--- config.mk ---
export PLATFORM = sky130hd
export DESIGN_NAME = ext_irq_ctrl
export DESIGN_NICKNAME = d
export VERILOG_FILES = /design/src/rtl/ext_irq_ctrl.sv
export SDC_FILE = /design/constraint.sdc
export NUM_CORES = 1
export LEC_CHECK = 0
export ABC_AREA = 1
export ABC_CLOCK_PERIOD_IN_PS = 1850
export CAP_MARGIN = 20
export CELL_PAD_IN_SITES_DETAIL_PLACEMENT = 0
export CELL_PAD_IN_SITES_GLOBAL_PLACEMENT = 1
export CORE_MARGIN = 1.5
export CORE_UTILIZATION = 35
export DETAILED_ROUTE_END_ITERATION = 7
export PLACE_DENSITY_LB_ADDON = 0.1
export SETUP_SLACK_MARGIN = 0.15
export SYNTH_ARGS = -nofsm -noshare
export SYNTH_HDL_FRONTEND = slang
export SYNTH_SLANG_ARGS = --single-unit
--- constraint.sdc ---
create_clock -name clk_i -period 1.85 [get_ports clk_i]
set_clock_uncertainty 0.15 [all_clocks]
set_input_delay 0.37 -clock clk_i [delete_from_list [all_inputs] [get_ports clk_i]]
set_output_delay 0.37 -clock clk_i [all_outputs]
set_load 0.05 [all_outputs]
--- src/rtl/ext_irq_ctrl.sv ---
// Machine-external interrupt controller: synchronizes, latches and masks NUM_SRC
// source lines, drives meip_o and exposes PENDING/ENABLE/TRIGGER/CLAIM registers.
module ext_irq_ctrl #(
  parameter int NUM_SRC = 8
) (
  input  logic               clk_i,
  input  logic               reset_i,
  input  logic [NUM_SRC-1:0] src_i,
  input  logic               irq_ack_i,
  output logic               meip_o,
  input  logic [1:0]         addr_i,
  input  logic               wen_i,
  input  logic               ren_i,
  input  logic [31:0]        wdata_i,
  output logic [31:0]        rdata_o
);

  localparam logic [1:0] ADDR_PENDING = 2'd0;
  localparam logic [1:0] ADDR_ENABLE  = 2'd1;
  localparam logic [1:0] ADDR_TRIGGER = 2'd2;
  localparam logic [1:0] ADDR_CLAIM   = 2'd3;

  typedef enum logic [1:0] {
    ST_IDLE = 2'd0,
    ST_REQ  = 2'd1,
    ST_HOLD = 2'd2
  } state_e;

  function automatic logic [31:0] zext(input logic [NUM_SRC-1:0] v);
    zext = {{(32-NUM_SRC){1'b0}}, v};
  endfunction

  logic [NUM_SRC-1:0] s1_q, s2_q, s3_q;
  logic [NUM_SRC-1:0] pending_q, pending_d;
  logic [NUM_SRC-1:0] enable_q, enable_d;
  logic [NUM_SRC-1:0] trigger_q, trigger_d;
  logic [31:0]        claim_q, claim_d;
  logic [31:0]        rdata_q, rdata_d;
  state_e             state_q;
  logic               meip_q;

  logic [NUM_SRC-1:0] act_s;
  logic [NUM_SRC-1:0] edge_s;
  logic [NUM_SRC-1:0] w1c_s;
  logic [NUM_SRC-1:0] sel_s;
  logic [NUM_SRC-1:0] clr_s;
  logic [4:0]         id_s;
  logic               take_s;
  logic               unused_s;

  assign unused_s = ^wdata_i[31:NUM_SRC];
  assign meip_o   = meip_q;
  assign rdata_o  = rdata_q;

  // Lowest-index active source; 0x1F when nothing is active at ack time.
  always_comb begin
    act_s  = pending_q & enable_q;
    edge_s = s2_q & ~s3_q;
    take_s = (state_q == ST_REQ) && irq_ack_i;
    id_s   = 5'h1F;
    sel_s  = {NUM_SRC{1'b0}};
    for (int i = NUM_SRC - 1; i >= 0; i--) begin
      if (act_s[i]) begin
        id_s     = 5'(i);
        sel_s    = {NUM_SRC{1'b0}};
        sel_s[i] = 1'b1;
      end else begin
        sel_s = sel_s;
      end
    end
    if (wen_i && (addr_i == ADDR_PENDING)) begin
      w1c_s = wdata_i[NUM_SRC-1:0];
    end else begin
      w1c_s = {NUM_SRC{1'b0}};
    end
    clr_s = w1c_s | (take_s ? sel_s : {NUM_SRC{1'b0}});
  end

  // Pending bits: edge mode latches with set-over-clear, level mode follows s2.
  always_comb begin
    pending_d = pending_q;
    for (int i = 0; i < NUM_SRC; i++) begin
      if (trigger_q[i]) begin
        pending_d[i] = edge_s[i] | (pending_q[i] & ~clr_s[i]);
      end else begin
        pending_d[i] = s2_q[i];
      end
    end
  end

  // Register writes, claim capture/clear and read-data mux.
  always_comb begin
    enable_d  = enable_q;
    trigger_d = trigger_q;
    claim_d   = claim_q;
    rdata_d   = rdata_q;
    if (wen_i && (addr_i == ADDR_ENABLE)) begin
      enable_d = wdata_i[NUM_SRC-1:0];
    end else begin
      enable_d = enable_q;
    end
    if (wen_i && (addr_i == ADDR_TRIGGER)) begin
      trigger_d = wdata_i[NUM_SRC-1:0];
    end else begin
      trigger_d = trigger_q;
    end
    if (take_s) begin
      claim_d = {1'b1, 26'd0, id_s};
    end else if (ren_i && (addr_i == ADDR_CLAIM)) begin
      claim_d = {1'b0, claim_q[30:0]};
    end else begin
      claim_d = claim_q;
    end
    if (ren_i) begin
      case (addr_i)
        ADDR_PENDING: rdata_d = zext(pending_q);
        ADDR_ENABLE:  rdata_d = zext(enable_q);
        ADDR_TRIGGER: rdata_d = zext(trigger_q);
        ADDR_CLAIM:   rdata_d = claim_q;
        default:      rdata_d = 32'd0;
      endcase
    end else begin
      rdata_d = rdata_q;
    end
  end

  // Synchronizer, edge-delay and register-file flops.
  always_ff @(posedge clk_i or negedge reset_i) begin
    if (!reset_i) begin
      s1_q      <= {NUM_SRC{1'b0}};
      s2_q      <= {NUM_SRC{1'b0}};
      s3_q      <= {NUM_SRC{1'b0}};
      pending_q <= {NUM_SRC{1'b0}};
      enable_q  <= {NUM_SRC{1'b0}};
      trigger_q <= {NUM_SRC{1'b0}};
      claim_q   <= 32'd0;
      rdata_q   <= 32'd0;
    end else begin
      s1_q      <= src_i;
      s2_q      <= s1_q;
      s3_q      <= s2_q;
      pending_q <= pending_d;
      enable_q  <= enable_d;
      trigger_q <= trigger_d;
      claim_q   <= claim_d;
      rdata_q   <= rdata_d;
    end
  end

  // Request handshake FSM; HOLD forces one low cycle after every ack.
  always_ff @(posedge clk_i or negedge reset_i) begin
    if (!reset_i) begin
      state_q <= ST_IDLE;
      meip_q  <= 1'b0;
    end else begin
      case (state_q)
        ST_IDLE: begin
          if (act_s != {NUM_SRC{1'b0}}) begin
            state_q <= ST_REQ;
            meip_q  <= 1'b1;
          end else begin
            state_q <= ST_IDLE;
            meip_q  <= 1'b0;
          end
        end
        ST_REQ: begin
          if (irq_ack_i) begin
            state_q <= ST_HOLD;
            meip_q  <= 1'b0;
          end else if (act_s == {NUM_SRC{1'b0}}) begin
            state_q <= ST_IDLE;
            meip_q  <= 1'b0;
          end else begin
            state_q <= ST_REQ;
            meip_q  <= 1'b1;
          end
        end
        ST_HOLD: begin
          state_q <= ST_IDLE;
          meip_q  <= 1'b0;
        end
        default: begin
          state_q <= ST_IDLE;
          meip_q  <= 1'b0;
        end
      endcase
    end
  end

endmodule

==> results <==
==> critical path: stages, from the launching register on <==
cell and delay, ns:
sky130_fd_sc_hd__dfrtp_2 0.42, sky130_fd_sc_hd__buf_4 0.21, sky130_fd_sc_hd__buf_12 0.16
==> cells in the mapped netlist <==
master | count | area [um2]
sky130_fd_sc_hd__a21oi_1 | 2 | 10.0
sky130_fd_sc_hd__a31oi_1 | 1 | 6.26
sky130_fd_sc_hd__and2_1 | 1 | 6.26
sky130_fd_sc_hd__buf_2 | 2 | 10.0
sky130_fd_sc_hd__buf_4 | 22 | 165
sky130_fd_sc_hd__buf_6 | 2 | 22.5
sky130_fd_sc_hd__dfrtp_1 | 65 | 1630
sky130_fd_sc_hd__inv_1 | 23 | 86.3
sky130_fd_sc_hd__inv_2 | 1 | 3.75
sky130_fd_sc_hd__nand2_1 | 122 | 458
sky130_fd_sc_hd__nand2_2 | 2 | 12.5
sky130_fd_sc_hd__nand2_4 | 3 | 33.8
sky130_fd_sc_hd__nand3_1 | 13 | 65.1
sky130_fd_sc_hd__nand3_2 | 1 | 10.0
sky130_fd_sc_hd__nand4_1 | 6 | 37.5
sky130_fd_sc_hd__nor2_1 | 13 | 48.8
sky130_fd_sc_hd__nor2_2 | 1 | 6.26
sky130_fd_sc_hd__nor2_4 | 2 | 22.5
sky130_fd_sc_hd__o21ai_0 | 7 | 35.0
sky130_fd_sc_hd__o21ai_1 | 2 | 10.0
sky130_fd_sc_hd__o21ai_2 | 14 | 123
sky130_fd_sc_hd__o21bai_1 | 6 | 45.0
==> through the flow <==
| step | instances | cell area (um2) | power, mW |
|---|---|---|---|
| 5_1_grt | 475 | 3870 | 3.93 |
| 2_1_floorplan | 311 | 2850 | 2.32 |
| 6_report | 475 | 3870 | 3.68 |
| 3_3_place_gp | 458 | 3680 | 2.64 |
| 4_1_cts | 475 | 3870 | 3.73 |
| 3_5_place_dp | 458 | 3680 | 2.65 |
==> worst paths after layout <==
path | end | from | cells after the start | slack (ns)
worst max-delay path | rdata_o[17] | rdata_o[30] | 2 | 0.20
worst min-delay path | s2_q[0] | s1_q[0] | 0 | 0.20
worst max register to register | claim_q[4] | pending_q[2] | 7 | 0.45
min in group asynchronous | rdata_o[0] | reset_i | 3 | 0.42
worst min register to register | s2_q[0] | s1_q[0] | 0 | 0.20
max in group asynchronous | rdata_o[30] | reset_i | 3 | 0.84
==> cells by family after synthesis <==
kind of cell    after synthesis
compound gates               32
buf+inv                      50
flops                        65
simple gates                164
==> sequential cells by signal (all words and copies together) (netlist names) <==
signal     cells
claim_q        5
enable_q       8
pending_q      8
rdata_o       10
s1_q           8
s2_q           8
s3_q           8
state_q        2
trigger_q      8
==> layer usage <==
metal | global-route usage | share of wire | up-vias
met5 | 0 | 0 | -
met4 | 0.0795 | 0.022 | 0
met3 | 0.0415 | 0.048 | 11
met2 | 0.220 | 0.41 | 51
met1 | 0.227 | 0.52 | 973
li1 | - | - | 1067
==> where the power goes <==
group | switching [mW] | internal, mW
clock network | 0.511 | 0.559
registers | 0.146 | 1.63
logic | 0.520 | 0.311
==> layout make-up <==
type,instances,share of cell area
timing repair buffer,72,0.237
clock buffer,14,0.0420
inverter,24,0.0233
multi-input combinational,196,0.240
tap,102,0.0330
sequential,65,0.421
clock inverter,2,0.00323
==> results.cfg <==
[timing]
period_needed_ns = 1.65
hold_viol_final = 0
final.period_utilization = 0.892
slew_violations = 0
final-setup-viol-count = 0
timing.hold.ws_ns = 0.198
fmax_mhz = 606
setup_tns_ns = 0
tightest_slew_ns = 0.336
worst_slew_margin_rel = 0.776
setup_ws_ns = 0.199
grt_setup_unrepaired = no

[grt]
antenna_found_initial = 0
grt_use_total = 0.159
grt_first_pass_wirelength_um = 10400
maximum_number_of_pins_on_one_net_before_global_route_repair = 66
grt_overflow_total = 0
via_count_of_the_first_global_routing_pass = 2020

[clock_tree]
post_cts_hold_buffer_count = 1
worstSkewPairLatency_ns = 0.34
clock_path_buffers = 2
cts_inserted_buffers = 9
cts_post_setup_buffers_inserted = 0
root_buffer = sky130_fd_sc_hd__clkbuf_8
clock-sinks = 65
tritoncts = done
clk_transition_reported_paths_ns = 0.07
number_of_resized_instances_in_the_post_cts_repair_step = 0
htree_levels = 3

[layout]
multi_input_comb_area_um2 = 930
flow.area_growth_from_synthesis_pct = 36.0
finish.utilization = 0.496
layout.cells.most_common_list = sky130_fd_sc_hd__nand2_1, sky130_fd_sc_hd__dfrtp_1, sky130_fd_sc_hd__buf_12
seqCellArea_um2 = 1630
post_route_cells_drive_above_1_share = 0.236
finalNetCount = 415
num-fill-cells = 756
mostFrequentLayoutCell = sky130_fd_sc_hd__nand2_1
diodes = 0

[placed_design]
io_buffer_count = 55
pre_cts_ws_ns = -0.0741
gpl_congestion = 0.805
hpwl_um = 4330

[power_and_ir_drop]
power.density_nw_per_um2 = 951
leakagePower_nw = 1.89
irDropWorstVdd_mv = 0.546

[worst_setup_path]
worstPathArrival_ns = 1.13
worst_ep_required_time_ns = 1.33
setup.worst_path.class = flip-flop to primary output
cp-start-kind = flip-flop
critPathCaptureType = primary output
critPathMaxFanout = 8

[die]
core_area_um2 = 7810
vertical_die_dimension_um = 93.1
initial_utilization = 0.364
die_area_um2 = 8680
die-width_um = 93.1
floorplan.rows = 32
pin_count = 80

[drt]
remaining_antenna_violation_count = 0
drt_iter0_markers = 58
remaining_drc_errors = 0
routed_wire_length_per_instance_um = 12.7
vias = 2102
total_length_of_routed_wires_um = 6020
post_drt_via_cell_ratio = 4.43
drtPass1Iterations = 4

[synth]
mapped_avg_cell_area_um2 = 9.14
mappedNetlistNets = 358
synth_cell_type_count = 22
ys_warn_count = 0
yosys.area_share.adder = 0
synth_compound_gate_area_share = 0.0805
netlist_area_um2 = 2840
synthCells = 311
dominant_combinational_cell_family_by_area_after_synthesis = simple AND/OR/NAND/NOR gates
synth-xor-area-share = 0
seq_area_frac_synth = 0.572
synth.ff_latch_count = 65
synthSimpleGateAreaFrac = 0.246
synth_mux_area_frac = 0

[status]
status = completed

[hold_path]
holdCritPathClass = flip-flop to flip-flop

[run]
maxCapViolCount = 0
Power figures use the tool's default switching activity.
